File: config.mk
export PLATFORM = sky130hd
export DESIGN_NAME = tpsr_stream_fifo
export DESIGN_NICKNAME = d
export VERILOG_FILES = /design/src/rtl/tpsr_stream_fifo.sv
export SDC_FILE = /design/constraint.sdc
export NUM_CORES = 1
export LEC_CHECK = 0
export BUFFER_PORTS_ARGS = -buffer_cell sky130_fd_sc_hd__buf_4
export CAP_MARGIN = 20
export CORE_AREA = 2 2 208 210
export CTS_BUF_LIST = sky130_fd_sc_hd__clkbuf_4 sky130_fd_sc_hd__clkbuf_8
export CTS_CLUSTER_DIAMETER = 50
export DETAILED_ROUTE_END_ITERATION = 6
export DIE_AREA = 0 0 210 212
export PLACE_DENSITY = 0.67
export REMOVE_ABC_BUFFERS = 1
export SLEW_MARGIN = 20
export SYNTH_ARGS = -nofsm -noshare
export SYNTH_HDL_FRONTEND = slang
export SYNTH_SLANG_ARGS = --single-unit
export TNS_END_PERCENT = 30
File: constraint.sdc
create_clock -name CLK -period 15.52 [get_ports CLK]
set_clock_uncertainty 0.05 [all_clocks]
set_input_delay 2.328 -clock CLK [delete_from_list [all_inputs] [get_ports CLK]]
set_output_delay 2.328 -clock CLK [all_outputs]
set_load 0.02 [all_outputs]
File: src/rtl/tpsr_stream_fifo.sv
// tpsr_stream_fifo: valid/ready FIFO front-end owning both ports of an external TPSR
// register file; the one-cycle registered read is absorbed by a 3-entry output skid buffer.
module tpsr_stream_fifo #(
   parameter int WORD_DEPTH = 16,
   parameter int DATA_WIDTH = 128,
   localparam int ADDR_WIDTH = (WORD_DEPTH > 1) ? $clog2(WORD_DEPTH) : 1,
   localparam int CNT_WIDTH  = $clog2(WORD_DEPTH + 4)
) (
   input  logic                  CLK,
   input  logic                  RST,
   input  logic                  S_VALID,
   output logic                  S_READY,
   input  logic [DATA_WIDTH-1:0] S_DATA,
   output logic                  M_VALID,
   input  logic                  M_READY,
   output logic [DATA_WIDTH-1:0] M_DATA,
   output logic [CNT_WIDTH-1:0]  COUNT,
   output logic                  CENB,
   output logic [ADDR_WIDTH-1:0] AB,
   output logic [DATA_WIDTH-1:0] DB,
   output logic                  CENA,
   output logic [ADDR_WIDTH-1:0] AA,
   input  logic [DATA_WIDTH-1:0] QA
);

   localparam logic [ADDR_WIDTH-1:0] LAST_ADDR = ADDR_WIDTH'(WORD_DEPTH - 1);
   localparam logic [CNT_WIDTH-1:0]  FULL_CNT  = CNT_WIDTH'(WORD_DEPTH);

   logic [ADDR_WIDTH-1:0] r_wr_ptr;
   logic [ADDR_WIDTH-1:0] r_rd_ptr;
   logic [CNT_WIDTH-1:0]  r_mem_cnt;
   logic                  r_rv;
   logic [1:0]            r_sk_cnt;
   logic [DATA_WIDTH-1:0] r_sk [3];

   logic       w_wr;
   logic       w_issue;
   logic       w_pop;
   logic       w_push;
   logic [2:0] w_credit;
   logic [1:0] w_push_idx;

   function automatic logic [ADDR_WIDTH-1:0] f_next(input logic [ADDR_WIDTH-1:0] ptr);
      return (ptr == LAST_ADDR) ? '0 : ptr + ADDR_WIDTH'(1);
   endfunction

   always_comb begin
      S_READY    = !RST && (r_mem_cnt < FULL_CNT);
      M_VALID    = !RST && (r_sk_cnt != 2'd0);
      M_DATA     = r_sk[0];
      w_wr       = S_VALID && S_READY;
      w_pop      = M_VALID && M_READY;
      w_push     = !RST && r_rv;
      // r_rv marks QA carrying data this cycle; skid + in-flight may never exceed 3
      w_credit   = 3'(r_sk_cnt) + 3'(r_rv) - 3'(w_pop);
      w_issue    = !RST && (r_mem_cnt != '0) && (w_credit < 3'd3);
      w_push_idx = r_sk_cnt - 2'(w_pop);
      CENB       = !w_wr;
      AB         = r_wr_ptr;
      DB         = S_DATA;
      CENA       = !w_issue;
      AA         = r_rd_ptr;
      COUNT      = RST ? '0 : r_mem_cnt + CNT_WIDTH'(r_rv) + CNT_WIDTH'(r_sk_cnt);
   end

   always_ff @(posedge CLK) begin
      if (RST) begin
         r_wr_ptr  <= '0;
         r_rd_ptr  <= '0;
         r_mem_cnt <= '0;
         r_rv      <= 1'b0;
         r_sk_cnt  <= '0;
      end else begin
         if (w_wr)    r_wr_ptr <= f_next(r_wr_ptr);
         if (w_issue) r_rd_ptr <= f_next(r_rd_ptr);
         r_rv <= w_issue;
         case ({w_wr, w_issue})
            2'b10:   r_mem_cnt <= r_mem_cnt + CNT_WIDTH'(1);
            2'b01:   r_mem_cnt <= r_mem_cnt - CNT_WIDTH'(1);
            default: r_mem_cnt <= r_mem_cnt;
         endcase
         r_sk_cnt <= r_sk_cnt + 2'(w_push) - 2'(w_pop);
      end
   end

   // Head-at-0 shift buffer; a simultaneous push lands one slot lower and wins.
   always_ff @(posedge CLK) begin
      if (w_pop) begin
         r_sk[0] <= r_sk[1];
         r_sk[1] <= r_sk[2];
      end
      if (w_push && (w_push_idx == 2'd0)) r_sk[0] <= QA;
      if (w_push && (w_push_idx == 2'd1)) r_sk[1] <= QA;
      if (w_push && (w_push_idx == 2'd2)) r_sk[2] <= QA;
   end

endmodule

==> After elaboration in Yosys (flattened, before gate mapping) <==
Memories as Yosys holds them, arrays and structs flattened.
Cells that the tools add are included.
{ "classes": {"add_sub_neg": 11, "magnitude_cmp": 2, "eq_ne": 6, "muxes": 14, "bitwise_logic": 2, "n_reduce_logical": 17} }
{ "op_table": {"columns": ["operator", "count"], "rows": [
  ["128-bit 2-to-1 mux", 2],
  ["1-bit logical AND", 10],
  ["5-bit one-hot mux with 2 select lines", 1],
  ["4-bit by 1-bit adder with 4-bit output, second input constant", 2],
  ["4-bit equality test, second input constant", 2],
  ["1-bit 2-to-1 mux", 8],
  ["4-bit 2-to-1 mux", 2],
  ["5-bit by 1-bit adder with 5-bit output", 1],
  ["5-bit by 1-bit adder with 5-bit output, second input constant", 1],
  ["5-bit by 2-bit adder with 5-bit output", 1],
  ["5-bit less-than comparator, second input constant", 1],
  ["5-bit 2-to-1 mux", 1],
  ["5-bit nonzero test", 1],
  ["5-bit by 1-bit subtractor with 5-bit output, second input constant", 1],
  ["2-bit by 1-bit equality test with 1-bit output, second input constant", 2],
  ["2-bit equality test, second input constant", 2],
  ["2-bit nonzero test", 2],
  ["2-bit by 1-bit subtractor with 2-bit output", 2],
  ["2-bit by 1-bit adder with 3-bit output", 1],
  ["1-bit logical NOT", 3],
  ["3-bit by 2-bit less-than comparator with 1-bit output, second input constant", 1],
  ["3-bit by 1-bit subtractor with 3-bit output", 1],
  ["2-bit by 1-bit adder with 2-bit output", 1],
  ["2-bit logical NOT", 1],
  ["1-bit OR", 2]
]} }
{ "word_totals": {"regBits": 16, "ramBits": 384, "in_bits": 260, "out_inout_bits": 273, "wordCells": 58, "mem_count": 1} }
{ "memory_table": {"columns": ["memory", "words", "word_bits", "rd", "rd_ports_with_merged_regs", "write_ports", "line", "rtl"], "rows": [
  ["r_sk", 3, 128, 3, 0, 3, "34", "logic [DATA_WIDTH-1:0] r_sk [3];"]
]} }

==> Depth between registers and ports, before layout <==
{ "depth": {"word_depth": 9, "depth_mapped": 19, "mapped_depth_nobuf": 19} }

==> Least setup slack after synthesis <==
OpenSTA, ideal clock, no wires.
{ "synth_timing": {"kind": "input -> register", "startpoint": "input port RST", "endpoint": "memory r_sk[0][0], enable pin", "setup_time_ns": 0.792, "arrival_ns": 12.624, "t_required_ns": 14.678, "slack_ns": 2.054, "path_stages": 8, "path_buffers": 1, "path_cell_list": "buf_6 -> a21oi_1 -> nand2_1 -> inv_1 -> ha_1 -> inv_1 -> ha_1 -> o21ai_0"} }
{ "synth_rtl": {"columns": ["element", "line", "rtl"], "rows": [
  ["start: declaration", "10", "input logic RST,"],
  ["end: declaration", "34", null]
]} }

==> Worst setup path in the final report <==
{ "layout_timing": {"startpoint": "input port RST", "endpoint": "output port CENA"} }
{ "layout_via": {"elab_chain_cells": 7, "elab_cells_between_ends": 8, "cone_classes": "1 x add/sub; 1 x order compare; 6 x reduce/logical"} }
{ "layout_rtl": {"columns": ["element", "line", "rtl"], "rows": [
  ["1-bit logical NOT (*)", "49, 56", null],
  ["1-bit logical AND", "49", "M_VALID = !RST && (r_sk_cnt != 2'd0);"],
  ["1-bit logical AND", "52", "w_pop = M_VALID && M_READY;"],
  ["3-bit by 1-bit subtractor with 3-bit output", "55", "w_credit = 3'(r_sk_cnt) + 3'(r_rv) - 3'(w_pop);"],
  ["3-bit by 2-bit less-than comparator with 1-bit output", "56", "w_issue = !RST && (r_mem_cnt != '0) && (w_credit < 3'd3);"],
  ["1-bit logical AND (*)", "56", null],
  ["1-bit logical NOT (*)", "61", "CENA = !w_issue;"],
  ["end: declaration", "21", "output logic CENA,"]
]} }
Every way passes the cells marked *; elsewhere a longest branch is shown, timed or not.

==> out/qor.txt <==
outcome = completed
via count = 8,856
Starting Density = 0.4185
critical path endpoint category = output port
Setup Viol. Count Final = 0
fmax = 133.7 MHz
die area = 44,520 um^2
DRC viols = 0
Die H = 212 um
Slew Limit Fails = 0
hold crit path type = reg -> reg
largest area contributor in the netlist = edfxtp_1
Antenna diodes = 0
PortBufs = 276
Total GRT Usage = 0.2655
DRT Wirelength = 59,900 um
Seq cells post-synth = 400
most frequent cells in the layout = edfxtp_1 (384), buf_4 (282), mux2_2 (257)
# hold bufs at CTS = 0
setup ws final = 8038 ps
Crit path required time = 13,140 ps
Fin Hold WS = 473.2 ps
drt via density = 5.116
Root Buffer = clkbuf_8
unrepaired setup endpoints after global routing = no
Max VDD drop = 0.08674 mV
core area = 42,510 um^2
Layout fillers = 3,617
crit path launch type = input port
PwrDens = 141.2 nW/um^2
vias in the first global route = 8,730
top post-synthesis cells by area = edfxtp_1 (65%), mux2_2 (16%), buf_4 (11%)
Multi-input gate area = 3676 um^2
CTS-repair resized insts = 0
GP Congestion = 1.036
row count = 76
FF/Latch Area = 11,850 um^2
WS Path Type = in -> out
layout net count = 1,406
antenna-violating nets left = 0
max_cap viols = 0
CTS tree = yes
postcts setup bufs = 0
DRT Pass-1 Iters = 5
placed cell areas = 18,400 um^2
Final Cell Area = 19,790 um^2
Arr. time, crit path = 5100 ps
pin count of the biggest net entering global routing = 129
hold_sp = r_sk[0][229]$_DFFE_PP_
Synth top area share = 0.6482
remaining global-route overflow = 0
Inserted Clock Buffers = 70
measured slew at the worst slew-check pin = 1059 ps
Tcrit/Tclk final = 0.4821
Routed WL per cell = 34.60 um
Post-Syn Instances = 1,063
chip width = 210 um
Yosys warnings = 0
Setup TNS = 0 ps
worst flop-to-flop path startpoint = r_sk_cnt[1]$_SDFF_PP0_
mapped cell area = 17,790 um^2
pre-CTS setup slack = 8103 ps
clock buffer depth = 3
initial antenna violation count = 1
Yosys cell types = 37
Slew HR = 0.2939
clock sinks = 400
fraction of layout cells with a size suffix above 1 = 0.5519
DP Wirelength = 45,070 um
Area Overhead vs Synth = 11.23%
Final min period = 7482 ps
final hold viol count = 0
IO Pins = 533
Reg clk slew, reported paths = 60 ps
Synth Area per Inst = 16.74 um^2
Max Fanout on Critical Path = 28
Lkg Pwr = 7.020 nW
htree depth = 3
register area share after synthesis = 0.6662
1st-iter DRT viols = 456
crit path launch = RST
Worst-Skew Late Latency = 620 ps
commonest non-fill, non-tap cell in the layout = edfxtp_1
first-pass GRT wire length = 77,880 um
## routing by layer
| layer | track usage | up-vias | part of all wire |
|---|---|---|---|
| met2 | 0.3849 | 672 | 0.43 |
| met5 | 0.1190 | - | 0.012 |
| li1 | - | 3812 | - |
| met1 | 0.2040 | 4264 | 0.26 |
| met4 | 0.1267 | 14 | 0.043 |
| met3 | 0.3075 | 94 | 0.25 |
## logic make-up (layout without fill, tap and decap cells)
kind of cell	Yosys count	in the layout	synth area share
mux	259	259	0.1638
buf+inv	301	423	0.1289
simple gates	54	54	0.01597
compound gates	25	25	0.008229
xor+xnor	8	8	0.003939
flops	400	400	0.6662
fa+ha+maj	16	16	0.01294
## stage by stage
stage / std cells / util / total power, W
after floorplan: 775 / - / 0.001678
after global placement: 1604 / 0.4328 / 0.001827
after detailed placement: 1604 / 0.4328 / 0.001835
after CTS: 1731 / 0.4655 / 0.002822
after global routing: 1731 / 0.4655 / 0.002902
final: 1731 / 0.4655 / 0.002794
## worst max-delay path, cell delays in order
cell     delay (ps)
buf_4           210
a21oi_1         330
nand2_1         180
inv_1           120
ha_1            300
inv_1            90
ha_1            130
inv_1            40
fa_1            480
nor2b_1          50
nor3_1          430
nand2_1         200
buf_4           210
## final cells by class
| class | instances | area share |
|---|---|---|
| well taps | 546 | 0.03452 |
| repair buffers | 283 | 0.1080 |
| inverters | 13 | 0.002466 |
| clock inverters | 36 | 0.01239 |
| multi-input cells | 362 | 0.1858 |
| clock buffers | 91 | 0.05792 |
| flip-flops and latches | 400 | 0.5989 |
## where the power goes
group,internal [W],leakage (nW),switching (W)
Combinational,0.000193,2.69,0.000267
Sequential,0.00131,3.61,0.0000404
Clock,0.000535,0.726,0.000447
## synth_stat cells
cell	number
o21ai_0	5
or4_1	1
a21oi_1	11
xor2_1	5
ha_1	12
a311oi_1	1
nand2_1	14
and2_1	1
nor3b_2	1
or3_1	2
mux2i_1	2
inv_1	12
fa_1	4
a211oi_1	1
nor2_1	15
a31oi_1	3
buf_4	259
buf_6	24
inv_2	1
nor2b_1	5
edfxtp_1	384
mux2_2	257
nand2b_1	2
clkbuf_8	1
nor3_1	2
and4b_1	1
o211ai_1	1
nor3_4	1
clkbuf_1	3
xnor2_1	3
nand3_1	6
dfxtp_1	16
a21o_1	2
buf_2	1
nor2b_4	1
a41oi_1	1
and3_1	2
## sequential cells by signal (all words and copies together) (netlist names)
name,flops
r_sk,384
r_mem_cnt,5
AA,4
AB,4
r_sk_cnt,2
r_rv,1
## worst paths after layout
| kind | endpoint | slack, ps | cells after the start |
|---|---|---|---|
| max | CENA | 8040 | 13 |
| min | r_sk[0][101]$_DFFE_PP_ | 470 | 1 |
| max reg2reg | r_sk[0][59]$_DFFE_PP_ | 10770 | 10 |
| min reg2reg | r_sk[0][101]$_DFFE_PP_ | 470 | 1 |
Note: power is estimated with default switching activity, not from simulation.
